**src/rtl/melody_sequencer.sv**
```systemverilog
// rtl/melody_sequencer.sv - four-song ROM melody sequencer driving a tone generator note code
//
// Purpose: plays one of four ROM songs as a timed sequence of note codes.
//   Each ROM entry is {note, len}. An entry sounds for len*U - GAP_CYCLES cycles
//   and is followed by a GAP_CYCLES rest. A len of 0 marks the end of the song.
//
// Ports:
//   CLK_1M   in   1  system clock, rising edge
//   RESET    in   1  asynchronous active-low reset
//   START    in   1  level; starts playback from idle
//   STOP     in   1  level; aborts playback, wins over START
//   SONG_SEL in   2  song number, latched on an accepted START
//   TEMPO    in   2  unit-length select, latched on an accepted START
//   NOTE     out  4  note code, 0-14 pitch, 15 rest
//   PLAYING  out  1  high whenever not idle
//   DONE     out  1  one-cycle pulse on normal song completion
//   POS      out  5  index of the current ROM entry
module melody_sequencer #(
  parameter int unsigned U0         = 125000,
  parameter int unsigned U1         = 100000,
  parameter int unsigned U2         = 75000,
  parameter int unsigned U3         = 62500,
  parameter int unsigned GAP_CYCLES = 10000
) (
  input  logic       CLK_1M,
  input  logic       RESET,
  input  logic       START,
  input  logic       STOP,
  input  logic [1:0] SONG_SEL,
  input  logic [1:0] TEMPO,
  output logic [3:0] NOTE,
  output logic       PLAYING,
  output logic       DONE,
  output logic [4:0] POS
);

  localparam int CNT_W = 20;

  typedef enum logic [1:0] {S_IDLE, S_LOAD, S_PLAY, S_GAP} state_t;

  state_t           state_q, state_d;
  logic [CNT_W-1:0] cnt_q, cnt_d;
  logic [1:0]       song_q, song_d;
  logic [1:0]       tempo_q, tempo_d;
  logic [4:0]       pos_q, pos_d;
  logic [3:0]       note_q, note_d;
  logic             playing_q, playing_d;
  logic             done_q, done_d;

  logic [6:0]       rom_data;
  logic [3:0]       entry_note;
  logic [2:0]       entry_len;
  logic [CNT_W-1:0] unit;
  logic [CNT_W-1:0] play_cycles;

  // Song ROM, entry = {note, len}. Song 3 deliberately has no end marker:
  // it runs through all 32 entries and ends on the last gap.
  function automatic logic [6:0] rom_entry(input logic [1:0] song, input logic [4:0] pos);
    logic [6:0] e;
    e = 7'd0;
    case (song)
      2'd0: begin
        case (pos)
          5'd0:    e = {4'd0,  3'd2};
          5'd1:    e = {4'd2,  3'd2};
          5'd2:    e = {4'd4,  3'd4};
          5'd3:    e = {4'd15, 3'd1};
          default: e = 7'd0;
        endcase
      end
      2'd1: begin
        case (pos)
          5'd0:    e = {4'd7,  3'd3};
          5'd1:    e = {4'd9,  3'd1};
          5'd2:    e = {4'd11, 3'd2};
          5'd3:    e = {4'd15, 3'd2};
          5'd4:    e = {4'd12, 3'd1};
          default: e = 7'd0;
        endcase
      end
      2'd2: begin
        case (pos)
          5'd0:    e = {4'd14, 3'd1};
          5'd1:    e = {4'd13, 3'd1};
          5'd2:    e = {4'd12, 3'd1};
          5'd3:    e = {4'd11, 3'd1};
          5'd4:    e = {4'd10, 3'd3};
          default: e = 7'd0;
        endcase
      end
      default: e = {pos[3:0], 3'd1};
    endcase
    return e;
  endfunction

  assign rom_data   = rom_entry(song_q, pos_q);
  assign entry_note = rom_data[6:3];
  assign entry_len  = rom_data[2:0];

  always_comb begin
    unit = CNT_W'(U0);
    case (tempo_q)
      2'd0: unit = CNT_W'(U0);
      2'd1: unit = CNT_W'(U1);
      2'd2: unit = CNT_W'(U2);
      2'd3: unit = CNT_W'(U3);
      default: unit = CNT_W'(U0);
    endcase
  end

  // Sounding portion of the entry; the rest of len*U belongs to the gap.
  assign play_cycles = CNT_W'(entry_len) * unit - CNT_W'(GAP_CYCLES);

  always_comb begin
    state_d = state_q;
    cnt_d   = cnt_q;
    song_d  = song_q;
    tempo_d = tempo_q;
    pos_d   = pos_q;
    note_d  = 4'd15;
    done_d  = 1'b0;

    case (state_q)
      S_IDLE: begin
        cnt_d = '0;
        if (START && !STOP) begin
          state_d = S_LOAD;
          song_d  = SONG_SEL;
          tempo_d = TEMPO;
          pos_d   = 5'd0;
        end
      end
      S_LOAD: begin
        if (entry_len == 3'd0) begin
          state_d = S_IDLE;
          done_d  = 1'b1;
        end else begin
          state_d = S_PLAY;
          note_d  = entry_note;
          cnt_d   = play_cycles - CNT_W'(1);
        end
      end
      S_PLAY: begin
        // Counter holds cycles remaining after this one.
        if (cnt_q == '0) begin
          state_d = S_GAP;
          cnt_d   = CNT_W'(GAP_CYCLES) - CNT_W'(1);
        end else begin
          cnt_d  = cnt_q - CNT_W'(1);
          note_d = entry_note;
        end
      end
      S_GAP: begin
        if (cnt_q == '0) begin
          if (pos_q == 5'd31) begin
            // Last ROM slot finished: end of song, POS stays at 31.
            state_d = S_IDLE;
            done_d  = 1'b1;
          end else begin
            state_d = S_LOAD;
            pos_d   = pos_q + 5'd1;
          end
        end else begin
          cnt_d = cnt_q - CNT_W'(1);
        end
      end
    endcase

    // Abort overrides every other transition out of a playing state.
    if (state_q != S_IDLE && STOP) begin
      state_d = S_IDLE;
      pos_d   = 5'd0;
      cnt_d   = '0;
      note_d  = 4'd15;
      done_d  = 1'b0;
    end

    playing_d = (state_d != S_IDLE);
  end

  always_ff @(posedge CLK_1M or negedge RESET) begin
    if (!RESET) begin
      state_q   <= S_IDLE;
      cnt_q     <= '0;
      song_q    <= 2'd0;
      tempo_q   <= 2'd0;
      pos_q     <= 5'd0;
      note_q    <= 4'd15;
      playing_q <= 1'b0;
      done_q    <= 1'b0;
    end else begin
      state_q   <= state_d;
      cnt_q     <= cnt_d;
      song_q    <= song_d;
      tempo_q   <= tempo_d;
      pos_q     <= pos_d;
      note_q    <= note_d;
      playing_q <= playing_d;
      done_q    <= done_d;
    end
  end

  assign NOTE    = note_q;
  assign PLAYING = playing_q;
  assign DONE    = done_q;
  assign POS     = pos_q;

endmodule

```
**config.mk**
```make
export PLATFORM = sky130hd
export DESIGN_NAME = melody_sequencer
export DESIGN_NICKNAME = d
export VERILOG_FILES = /design/src/rtl/melody_sequencer.sv
export SDC_FILE = /design/constraint.sdc
export NUM_CORES = 1
export LEC_CHECK = 0
export CAP_MARGIN = 15
export CORE_AREA = 2 2 84 86
export CTS_CLUSTER_SIZE = 16
export DETAILED_ROUTE_END_ITERATION = 10
export DIE_AREA = 0 0 86 88
export HOLD_SLACK_MARGIN = 0.03
export PLACE_DENSITY = 0.8
export SLEW_MARGIN = 20
export SYNTH_ARGS = -nofsm -noshare
export SYNTH_HDL_FRONTEND = slang
export SYNTH_SLANG_ARGS = --single-unit
```
**constraint.sdc**
```tcl
create_clock -name CLK_1M -period 6.5 [get_ports CLK_1M]
set_clock_uncertainty 0.15 [all_clocks]
set_input_delay 1.625 -clock CLK_1M [delete_from_list [all_inputs] [get_ports CLK_1M]]
set_output_delay 1.625 -clock CLK_1M [all_outputs]
set_load 0.03 [all_outputs]
```
==> load_flow_metrics.sql, run 1 <==
INSERT INTO impl_metrics (metric_group, metric, value, unit) VALUES
('clock_network', 'cts_buffers', '5', ''),
('sta', 'final-setup-viol-count', '0', ''),
('grt', 'grt_max_degree', '38', ''),
('sta', 'fin_tns_setup', '0', 'ns'),
('grt', 'overflow', '0', ''),
('clock_network', 'cts_h_tree_depth', '2', ''),
('sta', 'maxSlewViolCount', '0', ''),
('grt', 'grt.met2_usage', '44.26', '%'),
('floorplanning', 'initial_core_util', '61.15', '%'),
('job', 'max-cap-violations', '0', ''),
('clock_network', 'post_cts_hold_buffers', '0', ''),
('detailed_routing', 'detailedRoute.firstPassIterationCount', '5', ''),
('grt', 'antenna_found_initial', '0', ''),
('placement', 'detailedPlacementHpwl', '7.295', 'mm'),
('placement', 'place.port_buffers', '18', ''),
('final_layout', 'antenna-diode-count', '0', ''),
('grt', 'grt.met1_usage', '35.58', '%'),
('critical_path', 'r2r_slack', '1.08', 'ns'),
('final_layout', 'mostFrequentLayoutCells', 'o21ai_0, ha_1, nand2_1, inv_1, nor2_1', ''),
('clock_network', 'cts.root.buffer_cell', 'clkbuf_8', ''),
('final_layout', 'layout-drive-gt1-share', '4.239', '%'),
('floorplanning', 'dieArea', '7568', 'um^2'),
('sta', 'fin_crit', '5.423', 'ns'),
('detailed_routing', 'routedWlPerCell', '16.34', 'um'),
('synth', 'netlist_instances', '513', ''),
('grt', 'grt_first_pass_wirelength', '16.48', 'mm'),
('final_layout', 'most_frequent_standard_cell_in_the_layout_excluding_fill_and_tap_cells', 'o21ai_0', ''),
('floorplanning', 'die_width', '86', 'um'),
('synth', 'synth_flop_cell', 'dfrtp_1', ''),
('grt', 'layer_carrying_the_most_global_route_usage', 'met2', ''),
('grt', 'use_met3', '3.016', '%'),
('sta', 'fin_crit_sh', '83.43', '%'),
('floorplanning', 'io-pin-count', '19', ''),
('synth', 'synth_top_area_cell', 'dfrtp_1', ''),
('critical_path', 'worstPathMaxFanout', '10', ''),
('synth', 'synth_cell_area', '4063', 'um^2'),
('critical_path', 'timing.critical_path.from_type', 'flop', ''),
('synth', 'synth_enable_flop_cells', '0', ''),
('clock_network', 'cts_setup_buffers', '0', ''),
('critical_path', 'worst-setup-path-type', 'flop to flop', ''),
('synth', 'synth.yosys.seq_area_share', '22.91', '%'),
('detailed_routing', 'via_count', '3769', ''),
('grt', 'grt_use_total', '26.91', '%'),
('final_layout', 'nNetsFinal', '588', ''),
('critical_path', 'worst-endpoint-arrival', '5.44', 'ns'),
('floorplanning', 'design.core.area', '6644', 'um^2'),
('sta', 'clock.fmax', '0.1844', 'GHz'),
('synth', 'synth_area_per_cell', '7.919', 'um^2'),
('detailed_routing', 'finalWirelength', '9.789', 'mm'),
('critical_path', 'worstPathRequired', '6.52', 'ns'),
('final_layout', 'synthToLayoutAreaGrowth', '6.652', '%'),
('synth', 'flop_and_latch_count_out_of_synthesis', '37', ''),
('synth', 'synth.top_cell.area_share', '20.33', '%'),
('sta', 'worst-slew-pin-transition', '0.8947', 'ns'),
('detailed_routing', 'post-route-drc-count', '0', ''),
('detailed_routing', 'detail_route.iter0.violations', '327', ''),
('clock_network', 'cts.clk_slew.worst_paths', '0.08', 'ns'),
('floorplanning', 'core.rowCount', '30', ''),
('clock_network', 'clock_sinks', '37', ''),
('detailed_routing', 'final_antenna_violating_net_count', '0', ''),
('status', 'run_status', 'completed', ''),
('clock_network', 'cts-resized-gates', '0', ''),
('synth', 'synthesis.nets', '582', ''),
('clock_network', 'cts_buffer_depth', '2', ''),
('hold_path', 'hold_class', 'flop to flop', ''),
('synth', 'post_synth_main_area_contributors', 'dfrtp_1, ha_1, o21ai_0, fa_1, a21oi_1', ''),
('clock_network', 'cts_tree', 'built', ''),
('synth', 'synth_cell_types', '59', ''),
('floorplanning', 'fp.dieH', '88', 'um'),
('critical_path', 'timing.critical_path.to_type', 'flop', ''),
('clock_network', 'worstSkewPairLatency', '0.29', 'ns'),
('placement', 'gp_routability_congestion', '0.9207', ''),
('detailed_routing', 'via_per_inst', '6.292', ''),
('synth', 'yosysWarnings', '0', ''),
('grt', 'grt_pass1_vias', '3546', ''),
('final_layout', 'final.fill_count', '580', ''),
('sta', 'grt_setup_unrepaired', 'no', ''),
('synth', 'asyncSetResetFlopFracSynth', '100.0', '%'),
('sta', 'finalHoldViolations', '0', ''),
('sta', 'relSlewSlack', '40.35', '%');
kinds of logic after synthesis:
| group | after synthesis | share of synthesized area (%) |
|---|---|---|
| AO/OA/AOI/OAI | 153 | 23.16 |
| AND/OR/NAND/NOR | 178 | 21.90 |
| multiplexers | 5 | 1.355 |
| flip-flops | 37 | 22.91 |
| buffers and inverters | 63 | 6.406 |
| adder cells (fa/ha/maj) | 61 | 20.82 |
| XOR/XNOR | 16 | 3.449 |
through the flow:
step | cells | utilization [%] | area, um^2 | worst slack [ns] | hold slack [ns]
6_report | 599 | 65.22 | 4333 | 1.077 | 0.3666
5_1_grt | 599 | 65.22 | 4333 | 0.7559 | 0.4042
4_1_cts | 599 | 65.22 | 4333 | 1.120 | 0.3685
3_5_place_dp | 592 | 63.86 | 4243 | 1.194 | 0.3503
3_3_place_gp | 592 | 63.86 | 4243 | 1.410 | 0.3433
2_1_floorplan | 513 | - | 4063 | 1.549 | 0.3213
path summary, 6_finish.rpt:
path,startpoint,to,cells after the start
worst max-delay path,POS[0],cnt_q[19],18
worst min-delay path,cnt_q[5],cnt_q[5],2
worst max register to register,POS[0],cnt_q[19],18
worst min register to register,cnt_q[5],cnt_q[5],2
max in group asynchronous,RESET,song_q[1],1
min in group asynchronous,RESET,state_q[1],1
routing by layer:
layer	part of all wire, %	vias up
met2	47	150
li1	-	1819
met5	0	-
met4	3.5	0
met1	43	1772
met3	5.9	28
state kept, by name (all words and copies together), names as in the netlist:
signal,count
POS,5
NOTE,4
PLAYING,1
tempo_q,2
cnt_q,20
DONE,1
state_q,2
song_q,2
area by class of cell:
cell class	count	area [um^2]	area share [%]
clock buffer	6	82.58	1.906
clock inverter	1	7.507	0.1733
inverter	44	165.2	3.812
multi-input combinational	413	2872	66.27
sequential	37	930.9	21.48
tap	80	100.1	2.310
timing repair buffer	18	175.2	4.043
cell usage after synthesis, types with 2 or more instances:
library cell,number
o21ai_0,54
ha_1,50
nand2_1,45
inv_1,44
nor2_1,38
a21oi_1,36
dfrtp_1,33
nor3_1,20
nand2b_1,19
fa_1,11
nand3_1,11
clkbuf_1,10
and2_1,9
or3_1,9
xnor2_1,9
a21o_1,8
nor2b_1,8
o211ai_1,7
xor2_1,7
a31oi_1,6
o21a_1,6
a22oi_1,4
and3_1,4
dfstp_2,4
mux2_2,4
o31ai_1,4
a21boi_0,3
nand4_1,3
nor4_1,3
o211a_1,3
o21ai_1,3
a211oi_1,2
a41oi_1,2
buf_1,2
buf_2,2
buf_6,2
clkbuf_2,2
nand4b_1,2
o2111ai_1,2
o221ai_1,2
or4_4,2
worst max-delay path: stages, from the launching register on:
cell,delay [ns]
dfrtp_1,0.47
inv_1,0.14
ha_1,0.35
mux2i_1,0.15
o32a_1,0.33
o211ai_1,0.59
nand2_1,0.15
fa_1,0.50
inv_1,0.04
ha_1,0.29
inv_1,0.06
fa_1,0.43
nand2b_1,0.19
a21oi_1,0.35
nor2_1,0.14
o311ai_0,0.47
a41oi_1,0.21
xor2_1,0.17
o221ai_1,0.11
Power of run 1 is left out: the tool's default activity adds up to more than one toggle a clock period on the data nets, which glitch-free logic cannot reach.
==> run 2: changes to the inputs <==
- CORE_AREA: 2 2 84 86 -> 2 2 89 91
- DIE_AREA: 0 0 86 88 -> 0 0 91 93
- PLACE_DENSITY: 0.8 -> 0.75
- clock period: 6.5 -> 4.8 ns (I/O delays scaled with it)
==> load_flow_metrics.sql, run 2 (synthesis results as in run 1) <==
INSERT INTO impl_metrics (metric_group, metric, value, unit) VALUES
('clock_network', 'post_cts_hold_buffers', '0', ''),
('critical_path', 'worstPathRequired', '4.81', 'ns'),
('placement', 'detailedPlacementHpwl', '7.792', 'mm'),
('final_layout', 'top_register', 'cnt_q', ''),
('detailed_routing', 'detailedRoute.firstPassIterationCount', '5', ''),
('critical_path', 'cp_slowest_stage_delay', '0.54', 'ns'),
('clock_network', 'clock_sinks', '37', ''),
('critical_path', 'regToRegEndpoint', 'cnt_q[13]', ''),
('floorplanning', 'core.rowCount', '32', ''),
('grt', 'antenna_found_initial', '0', ''),
('final_layout', 'largest_reg_flops', '20', ''),
('final_layout', 'mostFrequentLayoutCells', 'o21ai_0, ha_1, nand2_1, inv_1, nor2_1', ''),
('job', 'max-cap-violations', '0', ''),
('clock_network', 'worstSkewPairLatency', '0.30', 'ns'),
('sta', 'worst-slew-pin-transition', '0.8782', 'ns'),
('critical_path', 'crit-reg2reg-launch', 'POS[1]', ''),
('grt', 'grt_pass1_vias', '3603', ''),
('sta', 'grt_setup_unrepaired', 'no', ''),
('critical_path', 'timing.critical_path.to_type', 'flop', ''),
('clock_network', 'cts_h_tree_depth', '2', ''),
('sta', 'final-setup-viol-count', '0', ''),
('critical_path', 'timing.critical_path.from', 'POS[1]', ''),
('detailed_routing', 'post-route-drc-count', '0', ''),
('clock_network', 'cts_buffer_depth', '2', ''),
('final_layout', 'layout-drive-gt1-share', '7.925', '%'),
('final_layout', 'most_frequent_standard_cell_in_the_layout_excluding_fill_and_tap_cells', 'o21ai_0', ''),
('clock_network', 'cts.clk_slew.worst_paths', '0.08', 'ns'),
('placement', 'place.port_buffers', '18', ''),
('sta', 'fin_tns_setup', '0', 'ns'),
('detailed_routing', 'via_count', '3813', ''),
('critical_path', 'crit_path_top_delay_cell', 'fa_1', ''),
('sta', 'fin_crit_sh', '93.89', '%'),
('detailed_routing', 'finalWirelength', '10.14', 'mm'),
('critical_path', 'timing.critical_path.cells', 'inv_1 > ha_4 > nand4b_1 > a21boi_1 > a21o_1 > buf_4 > nand2b_1 > ha_1 > fa_1 > inv_1 > ha_1 > o21ai_1 > a21oi_2 > buf_4 > o211ai_1 > a21boi_0 > or3_1 > a31oi_1 > o41ai_2', ''),
('final_layout', 'synthToLayoutAreaGrowth', '10.53', '%'),
('clock_network', 'cts.root.buffer_cell', 'clkbuf_8', ''),
('floorplanning', 'io-pin-count', '19', ''),
('critical_path', 'worstPathMaxFanout', '10', ''),
('detailed_routing', 'final_antenna_violating_net_count', '0', ''),
('floorplanning', 'die_width', '91', 'um'),
('sta', 'fin_crit', '4.507', 'ns'),
('clock_network', 'cts_tree', 'built', ''),
('clock_network', 'cts_buffers', '5', ''),
('critical_path', 'crit_end', 'cnt_q[13]', ''),
('sta', 'maxSlewViolCount', '0', ''),
('floorplanning', 'fp.dieH', '93', 'um'),
('critical_path', 'worst-setup-path-type', 'flop to flop', ''),
('critical_path', 'reg2regPathDepth', '19', ''),
('detailed_routing', 'routedWlPerCell', '16.04', 'um'),
('sta', 'finalHoldViolations', '0', ''),
('final_layout', 'nNetsFinal', '598', ''),
('critical_path', 'timing.critical_path.from_type', 'flop', ''),
('floorplanning', 'design.core.area', '7527', 'um^2'),
('critical_path', 'worst-endpoint-arrival', '4.52', 'ns'),
('sta', 'relSlewSlack', '40.96', '%'),
('grt', 'grt_first_pass_wirelength', '16.91', 'mm'),
('detailed_routing', 'via_per_inst', '6.033', ''),
('grt', 'grt_use_total', '24.17', '%'),
('status', 'run_status', 'completed', ''),
('placement', 'gp_routability_congestion', '0.9228', ''),
('hold_path', 'hold_class', 'flop to flop', ''),
('grt', 'overflow', '0', ''),
('critical_path', 'r2r_slack', '0.29', 'ns'),
('final_layout', 'antenna-diode-count', '0', ''),
('detailed_routing', 'detail_route.iter0.violations', '177', ''),
('floorplanning', 'initial_core_util', '53.97', '%'),
('final_layout', 'final.fill_count', '731', ''),
('grt', 'grt_max_degree', '38', ''),
('floorplanning', 'dieArea', '8463', 'um^2'),
('sta', 'clock.fmax', '0.2219', 'GHz');
[run 2: cell count changes in the layout (fill, tap and decap cells not counted), sizes merged]
cell    change
clkinv      +2
buf        +10
clkbuf      -1
[run 2: area by class of cell]
class / count / area, um^2 / share of cell area [%]
Inverter: 44 / 165.2 / 3.678
Timing Repair Buffer: 28 / 250.2 / 5.573
Clock inverter: 3 / 17.52 / 0.3901
Sequential cell: 37 / 933.4 / 20.79
Clock buffer: 5 / 68.82 / 1.532
Tap cell: 102 / 127.6 / 2.842
Multi-Input combinational cell: 413 / 2928 / 65.20
[run 2: worst min path at each step]
stage / from / end / slack, ns / cells after the start
finish: cnt_q[19] / cnt_q[19] / 0.37 / 2
global route: cnt_q[5] / cnt_q[5] / 0.40 / 2
CTS: cnt_q[5] / cnt_q[5] / 0.37 / 2
detailed placement: cnt_q[5] / cnt_q[5] / 0.35 / 2
global placement: cnt_q[8] / cnt_q[8] / 0.35 / 2
floorplan: cnt_q[8] / cnt_q[8] / 0.32 / 2
[run 2: critical path: cells and delay by family, from the launching register on]
kind / cells / cell delay [ns]
compound gates: 8 / 1.25
buf+inv: 4 / 0.52
fa+ha+maj: 4 / 1.43
simple gates: 3 / 0.55
flops: 1 / 0.46
[run 2: metal layers]
layer / share of wire [%] / up-vias / global-route usage (%) / routed length [um]
met5: 0 / - / 0 / 0
met4: 2.5 / 0 / 6.944 / 252
met3: 4.9 / 20 / 2.176 / 500
met2: 48 / 116 / 41.42 / 4864
met1: 45 / 1836 / 32.77 / 4521
li1: - / 1841 / - / -
[run 2: repair_timing]
action,CTS,global route
gates resized for setup,0,11
setup buffers,0,3
setup endpoints to repair,0,6
[run 2: metrics by stage]
stage / cells / util [%] / area, um^2 / setup WS (ns) / hold slack, ns
after floorplan: 513 / - / 4066 / 0.05136 / 0.3213
after global placement: 621 / 57.46 / 4325 / 0.3089 / 0.3468
after detailed placement: 621 / 57.46 / 4325 / 0.1604 / 0.3545
after CTS: 629 / 58.61 / 4412 / 0.1484 / 0.3749
after global routing: 632 / 59.66 / 4491 / 0.01011 / 0.4046
final: 632 / 59.66 / 4491 / 0.2934 / 0.3748
Power of run 2 is left out for the same reason.
